**src/rtl/serial_adder.sv**
```systemverilog
// Bit-serial WIDTH-bit adder: one full-adder cell plus a carry flop, LSB first,
// sequenced by a start/busy/done handshake.
module serial_adder #(
    parameter int unsigned WIDTH = 8
) (
    input  logic             clk,
    input  logic             rst_n,
    input  logic             start,
    input  logic [WIDTH-1:0] a,
    input  logic [WIDTH-1:0] b,
    input  logic             cin,
    output logic             busy,
    output logic             done,
    output logic [WIDTH-1:0] sum,
    output logic             cout
);

    localparam int unsigned CNT_W = (WIDTH > 1) ? $clog2(WIDTH) : 1;
    localparam logic [CNT_W-1:0] CNT_LAST = CNT_W'(WIDTH - 1);

    typedef enum logic [1:0] {
        IDLE = 2'd0,
        RUN  = 2'd1,
        DONE = 2'd2
    } state_t;

    state_t             state;
    state_t             state_nxt;
    logic [WIDTH-1:0]   a_sr;
    logic [WIDTH-1:0]   b_sr;
    logic [WIDTH-1:0]   acc_sr;
    logic [WIDTH-1:0]   acc_nxt;
    logic               carry;
    logic [CNT_W-1:0]   cnt;
    logic               bit_s;
    logic               bit_c;

    // Single full-adder cell on the current LSBs
    assign bit_s = a_sr[0] ^ b_sr[0] ^ carry;
    assign bit_c = (a_sr[0] & b_sr[0]) | (carry & (a_sr[0] ^ b_sr[0]));

    // New sum bit enters the result register from the top
    if (WIDTH == 1) begin : gen_acc_w1
        assign acc_nxt = bit_s;
    end else begin : gen_acc_wn
        assign acc_nxt = {bit_s, acc_sr[WIDTH-1:1]};
    end

    // Next-state logic
    always_comb begin
        state_nxt = state;
        case (state)
            IDLE:    if (start) state_nxt = RUN;
            RUN:     if (cnt == CNT_LAST) state_nxt = DONE;
            DONE:    state_nxt = IDLE;
            default: state_nxt = IDLE;
        endcase
    end

    // State register with registered busy/done decodes of the next state
    always_ff @(posedge clk or negedge rst_n) begin
        if (!rst_n) begin
            state <= IDLE;
            busy  <= 1'b0;
            done  <= 1'b0;
        end else begin
            state <= state_nxt;
            busy  <= (state_nxt == RUN);
            done  <= (state_nxt == DONE);
        end
    end

    // Operand capture, bit-serial shifting and result latch
    always_ff @(posedge clk or negedge rst_n) begin
        if (!rst_n) begin
            a_sr   <= '0;
            b_sr   <= '0;
            acc_sr <= '0;
            carry  <= 1'b0;
            cnt    <= '0;
            sum    <= '0;
            cout   <= 1'b0;
        end else begin
            case (state)
                IDLE: begin
                    if (start) begin
                        a_sr  <= a;
                        b_sr  <= b;
                        carry <= cin;
                        cnt   <= '0;
                    end
                end
                RUN: begin
                    acc_sr <= acc_nxt;
                    a_sr   <= a_sr >> 1;
                    b_sr   <= b_sr >> 1;
                    carry  <= bit_c;
                    cnt    <= cnt + CNT_W'(1);
                    if (cnt == CNT_LAST) begin
                        sum  <= acc_nxt;
                        cout <= bit_c;
                    end
                end
                default: ;
            endcase
        end
    end

endmodule

```
**config.mk**
```make
export PLATFORM = sky130hd
export DESIGN_NAME = serial_adder
export DESIGN_NICKNAME = d
export VERILOG_FILES = /design/src/rtl/serial_adder.sv
export SDC_FILE = /design/constraint.sdc
export NUM_CORES = 1
export LEC_CHECK = 0
export ABC_CLOCK_PERIOD_IN_PS = 1600
export CAP_MARGIN = 20
export CORE_ASPECT_RATIO = 0.8
export CORE_UTILIZATION = 45
export CTS_BUF_LIST = sky130_fd_sc_hd__clkbuf_8
export DETAILED_ROUTE_END_ITERATION = 7
export GPL_TIMING_DRIVEN = 0
export MAX_ROUTING_LAYER = met4
export PLACE_DENSITY = 0.7
export SLEW_MARGIN = 10
export SYNTH_ARGS = -nofsm -noshare
export SYNTH_HDL_FRONTEND = slang
export SYNTH_SLANG_ARGS = --single-unit
```
**constraint.sdc**
```tcl
create_clock -name clk -period 1.6 [get_ports clk]
set_clock_uncertainty 0.05 [all_clocks]
set_input_delay 0.16 -clock clk [delete_from_list [all_inputs] [get_ports clk]]
set_output_delay 0.16 -clock clk [all_outputs]
set_load 0.01 [all_outputs]
```
==> metrics.cfg, run 1 <==
[clocking]
cts.sinks = 40
cts_max_level = 2
clkTransAtPathRegs_ns = 0.08
root_buffer = clkbuf_8
numCtsBuffers = 5
clk_latency_ns = 0.29
clk_path_buf_depth = 2
cts_tree = built
cts_setup_buffers = 0

[timing]
setup_ws_ns = 0.0750
slew_violations = 0
final-setup-viol-count = 0
rsz0062_at_grt = no
hold_viol = 0
timing.slew.headroom_pct = 69.7
hold_ws_ns = 0.222
worst_slew_pin_slew_ns = 0.449
finalCritPeriodShare_pct = 95.3
period_needed_ns = 1.53
max_freq_mhz = 656

[power_and_ir_drop]
ir_drop_uv = 972
p_int_mw = 2.74
seqPwrFrac_pct = 42.8
switchingPower_mw = 1.44
combPwrFrac_pct = 40.3
pwr_density_cell_nw_per_um2 = 1910
p_leak_nw = 0.978
switching_share_pct = 34.5
clock_power_share_pct = 16.9

[floorplanning]
die_h_um = 57.1
initial_utilization_pct = 48.5
die_x_um = 70.8
ios = 31
coreArea_um2 = 3520
rows = 19
die-area_um2 = 4040

[place]
io_buffers = 30
place.gp.congestion = 0.756
placed_area_um2 = 2070
dp_hpwl_mm = 2.50
placed_cells = 215
place_ws_ns = 0.0179

[yosys]
syn_avg_cell_area_um2 = 12.0
yosysSeqAreaShare_pct = 58.7
synth-seq-cells = 40
yosys_warnings = 0
synth_cells = 142
synth.net_count = 165
synth_cell_types = 27
netlist_area_um2 = 1710

[worst_setup_path]
cp-start-kind = flip-flop
crit_family = adder cells
cpMaxStageDelayCell = dfrtp_1
crit_arrival_ns = 1.64
cp_data_required_time_ns = 1.72
crit_buf_inv = 1
path_cells = ha_1, ha_1, nand2_4, inv_4, mux2_1
critPathMaxFanout = 7
endpoint_kind = flip-flop
cp_slowest_stage_delay_ns = 0.41
path_class = flip-flop to flip-flop
cpMostUsedCell = ha_1

[global_routing]
grtUsageTotal_pct = 21.2
grt_max_degree = 31
grt.overflow.total = 0
grt_pass1_vias = 1321
grt_first_pass_wirelength_mm = 6.22
antenna_found_initial = 0

[worst_hold_path]
worst_hold_path_type = primary input to async pin

[finish]
layoutNonFillerInstCount = 224
syn_to_final_growth_pct = 27.9
fin_area_um2 = 2180
most-common-layout-cells = 40 x dfrtp_1, 29 x clkdlybuf4s50_1, 22 x nand2_1
fillers = 294
drive_gt1_share_pct = 15.4
multi_input_area_um2 = 634
regArea_um2 = 1000
layout.nets = 204
diodes = 0
final_common_cell = dfrtp_1

[run]
maxCapViolCount = 0

[routing]
via_count = 1243
first_pass_iters = 6
via_per_inst = 5.55
wl_per_cell_um = 15.5
drc = 8
drtIter0Drc = 145
ant_nets = 0
totalWireLength_mm = 3.48

[status]
status = finished with violations
violations = DRC

==> routing by layer <==
metal	part of all wire [%]	routed length (µm)	global-route usage, %	vias to the layer above
met5	0	0	-	-
met4	0.98	34	8.00	0
met3	4.3	151	6.54	2
met2	46	1610	29.4	35
met1	48	1680	29.4	612
li1	-	-	-	594
==> state kept, by name, indices dropped and copies added, names as in the netlist, 2 cells and up <==
name / flops
sum: 8
a_sr: 8
b_sr: 8
state: 2
cnt: 3
acc_sr: 7
==> kinds of logic after synthesis <==
family                     synth area share [%]
muxes                                      6.60
buffers and inverters                      4.11
DFF                                        58.7
adders and majority gates                  2.64
AOI/OAI and AO/OA                          17.8
and+or+nand+nor                            10.2
==> Yosys cell counts (all sizes together) <==
| cell | instances | area [µm²] |
|---|---|---|
| a21oi | 10 | 50.1 |
| a22o | 2 | 17.5 |
| a2bb2oi | 7 | 61.3 |
| a32o | 1 | 10.0 |
| buf | 8 | 52.6 |
| dfrtp | 40 | 1000 |
| fa | 1 | 20.0 |
| ha | 2 | 25.0 |
| inv | 4 | 17.5 |
| mux2 | 9 | 113 |
| nand2 | 23 | 93.8 |
| nand2b | 2 | 12.5 |
| nor2 | 3 | 18.8 |
| nor2b | 2 | 20.0 |
| o21ai | 3 | 15.0 |
| o221a | 1 | 11.3 |
| o22ai | 21 | 138 |
| or2b | 2 | 18.8 |
| or4b | 1 | 10.0 |
==> worst paths after layout <==
check / start / to / slack (ns) / cells past startpoint
min: rst_n / b_sr[1] / 0.22 / 2
max reg2reg: cnt[0] / sum[0] / 0.07 / 5
max: cnt[0] / sum[0] / 0.07 / 5
max in group asynchronous: rst_n / sum[0] / 0.82 / 3
min in group clk: a[7] / a_sr[7] / 0.38 / 3
min reg2reg: acc_sr[1] / acc_sr[1] / 0.43 / 2
==> power groups by stage <==
stage | Combinational [mW] | Clock (mW) | Sequential [mW]
2_1_floorplan | 1.08 | 0 | 1.79
3_3_place_gp | 1.62 | 0 | 1.78
3_5_place_dp | 1.68 | 0 | 1.80
4_1_cts | 1.70 | 0.733 | 1.78
5_1_grt | 1.86 | 0.776 | 1.86
6_report | 1.68 | 0.706 | 1.79
==> metrics by stage <==
| stage | utilization [%] | power (mW) | setup TNS, ns |
|---|---|---|---|
| final | 62.0 | 4.18 | 0 |
| after global placement | 58.5 | 3.40 | -24.06 |
| after global routing | 62.0 | 4.49 | 0 |
| after detailed placement | 58.9 | 3.48 | 0 |
| after CTS | 62.0 | 4.22 | 0 |
| after floorplan | - | 2.86 | 0 |
==> layout make-up <==
class                   instances  share of cell area (%)
clock inverters                 2                   0.688
well taps                      42                    2.41
inverters                       4                   0.803
multi-input cells              90                    29.1
flip-flops and latches         40                    45.9
plain buffers                   8                    2.41
clock buffers                   6                    3.79
repair buffers                 32                    14.9
==> what timing repair did <==
item	in CTS	in global routing
gates resized for setup	0	0
hold endpoints to repair	40	0
hold buffers	1	0
Note: power is estimated with default switching activity, not from simulation.
==> inputs of run 2 (changes only) <==
CTS_CLUSTER_SIZE = 24   (was default)
==> results of run 2 <==
The final DEF is identical to that of run 1; final timing and power are the same.
